==> src/rtl/serial_subtractor_seq_pkg.sv <==
// Shared definitions for the bit-serial subtractor: FSM state encoding and default width.
// Pure declarations; no latency or flow-control behaviour of its own.
package serial_subtractor_seq_pkg;

  localparam int DEFAULT_WIDTH = 8;

  typedef enum logic [1:0] {
    S_IDLE  = 2'd0,
    S_SHIFT = 2'd1,
    S_DONE  = 2'd2
  } state_t;

endpackage

==> src/rtl/serial_subtractor_seq_if.sv <==
// Request/result bundle for the serial subtractor: start + operands in, status + result out.
// Backpressure: start is honoured only while ready is high; nothing is queued.
interface serial_subtractor_seq_if
  import serial_subtractor_seq_pkg::*;
#(
  parameter int WIDTH = DEFAULT_WIDTH
) ();

  logic             start;
  logic [WIDTH-1:0] a_in;
  logic [WIDTH-1:0] b_in;
  logic             bin_in;
  logic             ready;
  logic             busy;
  logic             done;
  logic [WIDTH-1:0] diff;
  logic             bout;

  modport master (
    output start, a_in, b_in, bin_in,
    input  ready, busy, done, diff, bout
  );

  modport slave (
    input  start, a_in, b_in, bin_in,
    output ready, busy, done, diff, bout
  );

endinterface

==> src/rtl/serial_subtractor_seq_fs_bit_cell.sv <==
// Combinational 1-bit full subtractor: d = a - b - bin, bout = borrow out.
// Zero latency; no flow control.
module fs_bit_cell (
  input  logic a,
  input  logic b,
  input  logic bin,
  output logic d,
  output logic bout
);

  assign d    = a ^ b ^ bin;
  assign bout = (~a & b) | (bin & ~(a ^ b));

endmodule

==> src/rtl/serial_subtractor_seq.sv <==
// Bit-serial WIDTH-bit subtractor (a - b - bin), LSB first; done pulses WIDTH cycles after accept.
// Backpressure: start is accepted only in IDLE (ready=1); requests while busy/done are dropped.
module serial_subtractor_seq
  import serial_subtractor_seq_pkg::*;
#(
  parameter int WIDTH = DEFAULT_WIDTH
) (
  input  logic                  clk,
  input  logic                  rst_n,
  serial_subtractor_seq_if.slave bus
);

  localparam int            CW   = $clog2(WIDTH + 1);
  localparam logic [CW-1:0] LAST = CW'(WIDTH - 1);

  state_t           state;
  logic [CW-1:0]    cnt;
  logic [WIDTH-1:0] a_sr;
  logic [WIDTH-1:0] b_sr;
  logic [WIDTH-1:0] diff_r;
  logic [WIDTH-1:0] diff_nxt;
  logic             brw;
  logic             bout_r;
  logic             d_bit;
  logic             brw_nxt;

  fs_bit_cell u_cell (
    .a    (a_sr[0]),
    .b    (b_sr[0]),
    .bin  (brw),
    .d    (d_bit),
    .bout (brw_nxt)
  );

  // Result bits enter at the MSB so the first (LSB) bit ends up at bit 0.
  generate
    if (WIDTH == 1) begin : g_w1
      assign diff_nxt = d_bit;
    end else begin : g_wn
      assign diff_nxt = {d_bit, diff_r[WIDTH-1:1]};
    end
  endgenerate

  always_ff @(posedge clk) begin
    if (!rst_n) begin
      state  <= S_IDLE;
      cnt    <= '0;
      a_sr   <= '0;
      b_sr   <= '0;
      brw    <= 1'b0;
      diff_r <= '0;
      bout_r <= 1'b0;
    end else begin
      case (state)
        S_IDLE: begin
          if (bus.start) begin
            a_sr   <= bus.a_in;
            b_sr   <= bus.b_in;
            brw    <= bus.bin_in;
            cnt    <= '0;
            diff_r <= '0;
            state  <= S_SHIFT;
          end
        end
        S_SHIFT: begin
          brw    <= brw_nxt;
          a_sr   <= a_sr >> 1;
          b_sr   <= b_sr >> 1;
          diff_r <= diff_nxt;
          cnt    <= cnt + CW'(1);
          if (cnt == LAST) begin
            bout_r <= brw_nxt;
            state  <= S_DONE;
          end
        end
        S_DONE: begin
          state <= S_IDLE;
        end
        default: begin
          state <= S_IDLE;
        end
      endcase
    end
  end

  assign bus.ready = (state == S_IDLE);
  assign bus.busy  = (state == S_SHIFT);
  assign bus.done  = (state == S_DONE);
  assign bus.diff  = diff_r;
  assign bus.bout  = bout_r;

endmodule
==> src/flat_wrapper.sv <==
// flat-port wrapper written by rule: the top's interface ports become plain ports
module serial_subtractor_seq_flat import serial_subtractor_seq_pkg::*;
#(
  parameter int WIDTH = DEFAULT_WIDTH
)
  (clk, rst_n, bus_start, bus_a_in, bus_b_in, bus_bin_in, bus_ready, bus_busy, bus_done, bus_diff, bus_bout);
  serial_subtractor_seq_if #(.WIDTH(WIDTH)) bus_i ();
  input  logic clk;
  input  logic rst_n;
  input wire logic [$bits(bus_i.start)-1:0] bus_start;
  input wire logic [$bits(bus_i.a_in)-1:0] bus_a_in;
  input wire logic [$bits(bus_i.b_in)-1:0] bus_b_in;
  input wire logic [$bits(bus_i.bin_in)-1:0] bus_bin_in;
  output wire logic [$bits(bus_i.ready)-1:0] bus_ready;
  output wire logic [$bits(bus_i.busy)-1:0] bus_busy;
  output wire logic [$bits(bus_i.done)-1:0] bus_done;
  output wire logic [$bits(bus_i.diff)-1:0] bus_diff;
  output wire logic [$bits(bus_i.bout)-1:0] bus_bout;
  assign bus_i.start = bus_start;
  assign bus_i.a_in = bus_a_in;
  assign bus_i.b_in = bus_b_in;
  assign bus_i.bin_in = bus_bin_in;
  assign bus_ready = bus_i.ready;
  assign bus_busy = bus_i.busy;
  assign bus_done = bus_i.done;
  assign bus_diff = bus_i.diff;
  assign bus_bout = bus_i.bout;
  serial_subtractor_seq #(.WIDTH(WIDTH)) u_core (.clk(clk), .rst_n(rst_n), .bus(bus_i));
endmodule
==> config.mk <==
export PLATFORM = sky130hd
export DESIGN_NAME = serial_subtractor_seq_flat
export DESIGN_NICKNAME = d
export VERILOG_FILES = /design/src/rtl/serial_subtractor_seq_pkg.sv /design/src/rtl/serial_subtractor_seq_if.sv /design/src/rtl/serial_subtractor_seq_fs_bit_cell.sv /design/src/rtl/serial_subtractor_seq.sv /design/src/flat_wrapper.sv
export SDC_FILE = /design/constraint.sdc
export NUM_CORES = 1
export LEC_CHECK = 0
export CELL_PAD_IN_SITES_DETAIL_PLACEMENT = 1
export CELL_PAD_IN_SITES_GLOBAL_PLACEMENT = 1
export CORE_ASPECT_RATIO = 1.1
export CORE_MARGIN = 10
export CORE_UTILIZATION = 35
export CTS_CLUSTER_DIAMETER = 100
export DETAILED_ROUTE_END_ITERATION = 10
export PLACE_DENSITY_LB_ADDON = 0.1
export RECOVER_POWER = 100
export SLEW_MARGIN = 20
export SYNTH_ARGS = -nofsm -noshare
export SYNTH_HDL_FRONTEND = slang
export SYNTH_HIERARCHICAL = 1
export SYNTH_SLANG_ARGS = --single-unit
export TNS_END_PERCENT = 20
==> constraint.sdc <==
create_clock -name clk -period 1.6 [get_ports clk]
set_input_delay 0.16 -clock clk [delete_from_list [all_inputs] [get_ports clk]]
set_output_delay 0.16 -clock clk [all_outputs]
set_load 0.05 [all_outputs]
# Yosys cells after proc, flatten, opt, wreduce, memory -nomap -nowiden
# Index checks and enable logic that the tools add are counted.
# W data, S select, Z words.
[word_totals] regBits=32 input_bits=20
[classes] add_sub_neg=1 n_eq_ne=5 n_mux=13 bitwise=7 n_reduce_logical=5
[ops] cell="$pmux W8 S2" n=3
[ops] cell="$mux W8" n=3
[ops] cell="$pmux W4 S2" n=1
[ops] cell="$reduce_and A2 Y1" n=3
[ops] cell="$add A4 B1 Y4 const B" n=1
[ops] cell="$eq A4 B3 Y1 const B" n=1
[ops] cell="$mux W2" n=2
[ops] cell="$mux W4" n=1
[ops] cell="$pmux W2 S2" n=1
[ops] cell="$and A1 B1 Y1" n=2
[ops] cell="$eq A2 B1 Y1 const B" n=1
[ops] cell="$eq A2 B2 Y1 const B" n=1
[ops] cell="$logic_not A2 Y1" n=1
[ops] cell="$ne A2 B1 Y1 const B" n=1
[ops] cell="$ne A2 B2 Y1 const B" n=1
[ops] cell="$not A1 Y1" n=2
[ops] cell="$pmux W1 S2" n=1
[ops] cell="$reduce_bool A2 Y1" n=1
[ops] cell="$xor A1 B1 Y1" n=2
[ops] cell="$mux W1" n=1
[ops] cell="$or A1 B1 Y1" n=1

# Longest topological paths before layout
[logic_depth] depth_word=5 depth_mapped=7 ltp_nobuf=5

# Cells and area by module
# The synthesis kept the hierarchy.
[by_module_without_submodules] mod="serial_subtractor_seq" n_inst=1 cells_each=157 area_each_um2=1418.9
[by_module_without_submodules] mod="fs_bit_cell" n_inst=1 cells_each=4 area_each_um2=31.3

# Worst setup path after synthesis
# Ideal clock, no wire load.
[synth_timing] kind="register -> output" start="register u_core.state[1]" end="output bus_done" arrival_time_ns=1.334 slack_ns=0.106 stages_incl_launch_ff=4 cell_sequence="dfxtp_1 inv_1 buf_2 nor2_1"
[synth_via] elab_chain_len=1
[synth_rtl] item="start: declaration" line_no="serial_subtractor_seq.sv:16" text="state_t state;"
[synth_rtl] item="start signal: assignment" line_no="serial_subtractor_seq.sv:46" text="state <= S_IDLE;"
[synth_rtl] item="start signal: assignment" line_no="serial_subtractor_seq.sv:62" text="state <= S_SHIFT;"
[synth_rtl] item="start signal: assignment" line_no="serial_subtractor_seq.sv:73" text="state <= S_DONE;"
[synth_rtl] item="$eq A2 B2 Y1" line_no="serial_subtractor_seq.sv:88" text="assign bus.done = (state == S_DONE);"
[synth_rtl] item="end: declaration" line_no="flat_wrapper.sv:16" text="output wire logic [$bits(bus_i.done)-1:0] bus_done;"
# No other way between the ends.

# Worst setup path in the final report
# Ends and elaborated chain as after synthesis.

==> metrics.md <==
| Metric | Value |
|---|---|
| Status | `finished, final reports clean` |
| Relative slew slack | `0.595` |
| CP max stage cell | `dfxtp_1` |
| P_leak | `0.685 nW` |
| Drt wl/cell | `16.5 microns` |
| Worst VDD drop | `0.452 mV` |
| GRT overflow | `0` |
| Initial antenna violation count | `0` |
| Vias in the first global route | `1408` |
| Post CTS Setup Buffer Count | `0` |
| DP Cell Count | `239` |
| Chip height | `87.5 microns` |
| CP arrival | `1.34 ns` |
| Port bufs | `31` |
| Warnings, synthesis | `6` |
| CTS Buf Count | `5` |
| FFs w/ async S/R, synth | `0` |
| Chip Width | `81.4 microns` |
| Nets | `216` |
| CP Launch Type | `register` |
| Post-Syn Instances | `161` |
| Largest stage delay on the critical path | `0.33 ns` |
| Met2 WL | `2070 microns` |
| TritonCTS clock tree | `yes` |
| Skew-Pair Late Insertion Delay | `0.28 ns` |
| Max Clock Freq | `669 MHz` |
| Core area | `3990 sq um` |
| Synth Cell Area | `1450 sq um` |
| Seq/Total Area, Yosys | `0.442` |
| Site Rows | `24` |
| CTS Buffer Depth | `2` |
| Worst Path Required | `1.44 ns` |
| Critical path type | `reg2out` |
| Cell chain of the critical path | `buf_4 -> inv_1 -> nor2_1 -> buf_12` |
| Share of the synthesized area in the top cell type | `0.442` |
| Number of flops mapped to enable cells by yosys | `0` |
| Power Density | `948 nW/um^2` |
| Layout area overhead | `28.9%` |
| CP delay by family, top | `buffers and inverters` |
| Highest routed layer | `met4` |
| H-tree levels | `2` |
| CP Capture Type | `output pin` |
| Top Ports | `32` |
| Routability cong. | `0.717` |
| Via count | `1377` |
| Via density | `5.57` |
| Yosys top cell by area | `dfxtp_1` |
| 1st-pass router iterations | `4` |
| First-pass GRT wire length | `6580 microns` |
| Syn_area_per_cell | `9.01 sq um` |
| Hold Crit Class | `reg2reg` |
| DP Area | `1830 sq um` |
| Clock transition at path regs | `0.06 ns` |
| Max FO, Critical Path | `18` |
| Hold-fix buffers, CTS | `0` |
| Die ar. | `7120 sq um` |
| Worst Tran Pin Value | `0.610 ns` |
| Share of layout cells above drive strength 1 | `0.159` |
| Fin crit share | `0.935` |
| DRT met1 WL | `1680 microns` |
| Initial Utilization | `0.363` |
| Routed Wire Length | `4070 microns` |
| Root buffer cell | `clkbuf_8` |
| Post-route ant nets | `0` |
| Total track usage | `0.116` |
| Setup TNS | `0 ns` |
| DRC viols | `0` |
| Post-DP HPWL | `2960 microns` |
| Sink Count | `32` |
| Flops & latches, synth | `32` |
| CP bufs+invs | `3` |
| Final Max Tran Viols | `0` |
| Met3 Routed Length | `233 microns` |
| Yosys cell types | `31` |
| Area contributors post-synth | `dfxtp_1 (44%), o221ai_1 (9.1%), or3b_2 (6.6%)` |
| Final-report hold violation count | `0` |
| Unrepaired setup endpoints after global routing | `false` |
| Fin crit period | `1.50 ns` |
| Ant. Diodes | `0` |
| Fin area | `1870 sq um` |
| Drt first-iter violations | `85` |
| Final setup fails | `0` |
| Fill count | `474` |
| Pin count of the biggest net entering global routing | `29` |
| # Max-Cap Violations | `0` |
| Clock Skews | `0.00592 ns` |
| Post-synth top flop | `dfxtp_1` |
| Final Instance Count excl. Fillers | `247` |
| Syn nets | `183` |
## cells by family (layout without fill, tap and decap cells)
family,after synthesis,after routing,synth area share
AO/OA/AOI/OAI,64,64,0.297
flip-flops,32,32,0.442
buffers and inverters,25,59,0.0777
AND/OR/NAND/NOR,37,37,0.154
multiplexers,1,1,0.00690
adder cells (fa/ha/maj),2,2,0.0224
## final timing paths
path                            cells after the start                         endpoint                    startpoint  slack, ns
worst max register to register                      5  u_core/bus.diff[3]$_SDFFE_PN0P_  u_core/state[1]$_SDFFE_PN0P_       0.19
worst max-delay path                                4                         bus_done  u_core/state[1]$_SDFFE_PN0P_       0.10
worst min-delay path                                2     u_core/bus.bout$_SDFFE_PN0P_  u_core/bus.bout$_SDFFE_PN0P_       0.46
worst min register to register                      2     u_core/bus.bout$_SDFFE_PN0P_  u_core/bus.bout$_SDFFE_PN0P_       0.46
## worst register-to-register path: stages (launching register included)
cell and delay, ns:
dfxtp_1 0.33, buf_4 0.21, o21bai_1 0.13, clkbuf_1 0.41
a22oi_1 0.14, nor2_1 0.12
## state kept, by name, indices dropped and copies added (netlist names)
register         count
u_core/bus.bout      1
u_core/a_sr          8
u_core/brw           1
u_core/cnt           4
u_core/bus.diff      8
u_core/b_sr          8
u_core/state         2
## layout make-up
type	count	area, sq um	area share
clock buffer	8	90.1	0.0482
inverter	11	43.8	0.0234
timing repair buffer	40	330	0.177
sequential	32	641	0.343
multi-input combinational	104	699	0.374
tap	52	65.1	0.0348
## report_power, final
group	leakage [nW]	internal, mW	switching [mW]
registers	0.263	0.842	0.0356
logic	0.376	0.126	0.141
clock network	0.0455	0.350	0.277
## per-layer routing
| metal | vias to the layer above | GRT usage |
|---|---|---|
| met3 | 6 | 0.0424 |
| met5 | - | 0 |
| met2 | 31 | 0.192 |
| met1 | 675 | 0.127 |
| li1 | 665 | - |
| met4 | 0 | 0.0551 |
## repair_timing
| item | CTS | global route |
|---|---|---|
| resized for setup | 2 | 0 |
| endpoints found under the hold margin | 0 | 0 |
| setup endpoints to repair | 1 | 0 |
## cell usage in the layout, fill, tap and decap left out
cell             instances
buf_12                   2
nand2b_1                 1
nor3b_1                  1
inv_1                   10
nor2_1                  13
nand2_1                  3
clkbuf_2                 2
nand2b_2                 1
o22ai_1                  6
and2_1                   1
and4b_1                  2
clkbuf_1                12
o221ai_1                15
buf_4                    6
dfxtp_1                 32
o211ai_1                 1
a31oi_1                  1
a32o_1                   2
o21ba_2                  1
nand3_1                  2
nor3_1                   1
o21ai_0                 11
clkbuf_4                 1
clkdlybuf4s50_1         19
fa_1                     1
clkbuf_8                 6
or3b_2                  11
mux2i_1                  1
a22oi_1                  9
or3_1                    1
a211oi_1                 1
inv_4                    1
ha_1                     1
a21oi_1                 16
o21bai_1                 1
## Yosys cell counts, types with 2 or more instances
cell	count
dfxtp_1	32
o21ai_0	11
nand3_1	2
a22oi_1	9
a32o_1	2
buf_2	6
a21oi_1	16
clkbuf_1	6
o221ai_1	15
or3b_2	11
nor2_1	13
nand2b_1	2
and4b_1	2
o22ai_1	6
nand2_1	3
inv_1	10
## per-stage QoR
| stage | total power, mW | util | hold WS, ns | worst slack (ns) |
|---|---|---|---|---|
| finish | 1.77 | 0.468 | 0.458 | 0.105 |
| global route | 1.86 | 0.468 | 0.487 | 0.0263 |
| global placement | 1.16 | 0.458 | 0.449 | 0.0188 |
| floorplan | 1.06 | - | 0.353 | 0.106 |
| detailed placement | 1.17 | 0.458 | 0.455 | -0.0404 |
| CTS | 1.81 | 0.482 | 0.464 | 0.115 |
No activity file was read; power rests on OpenSTA's default activity.
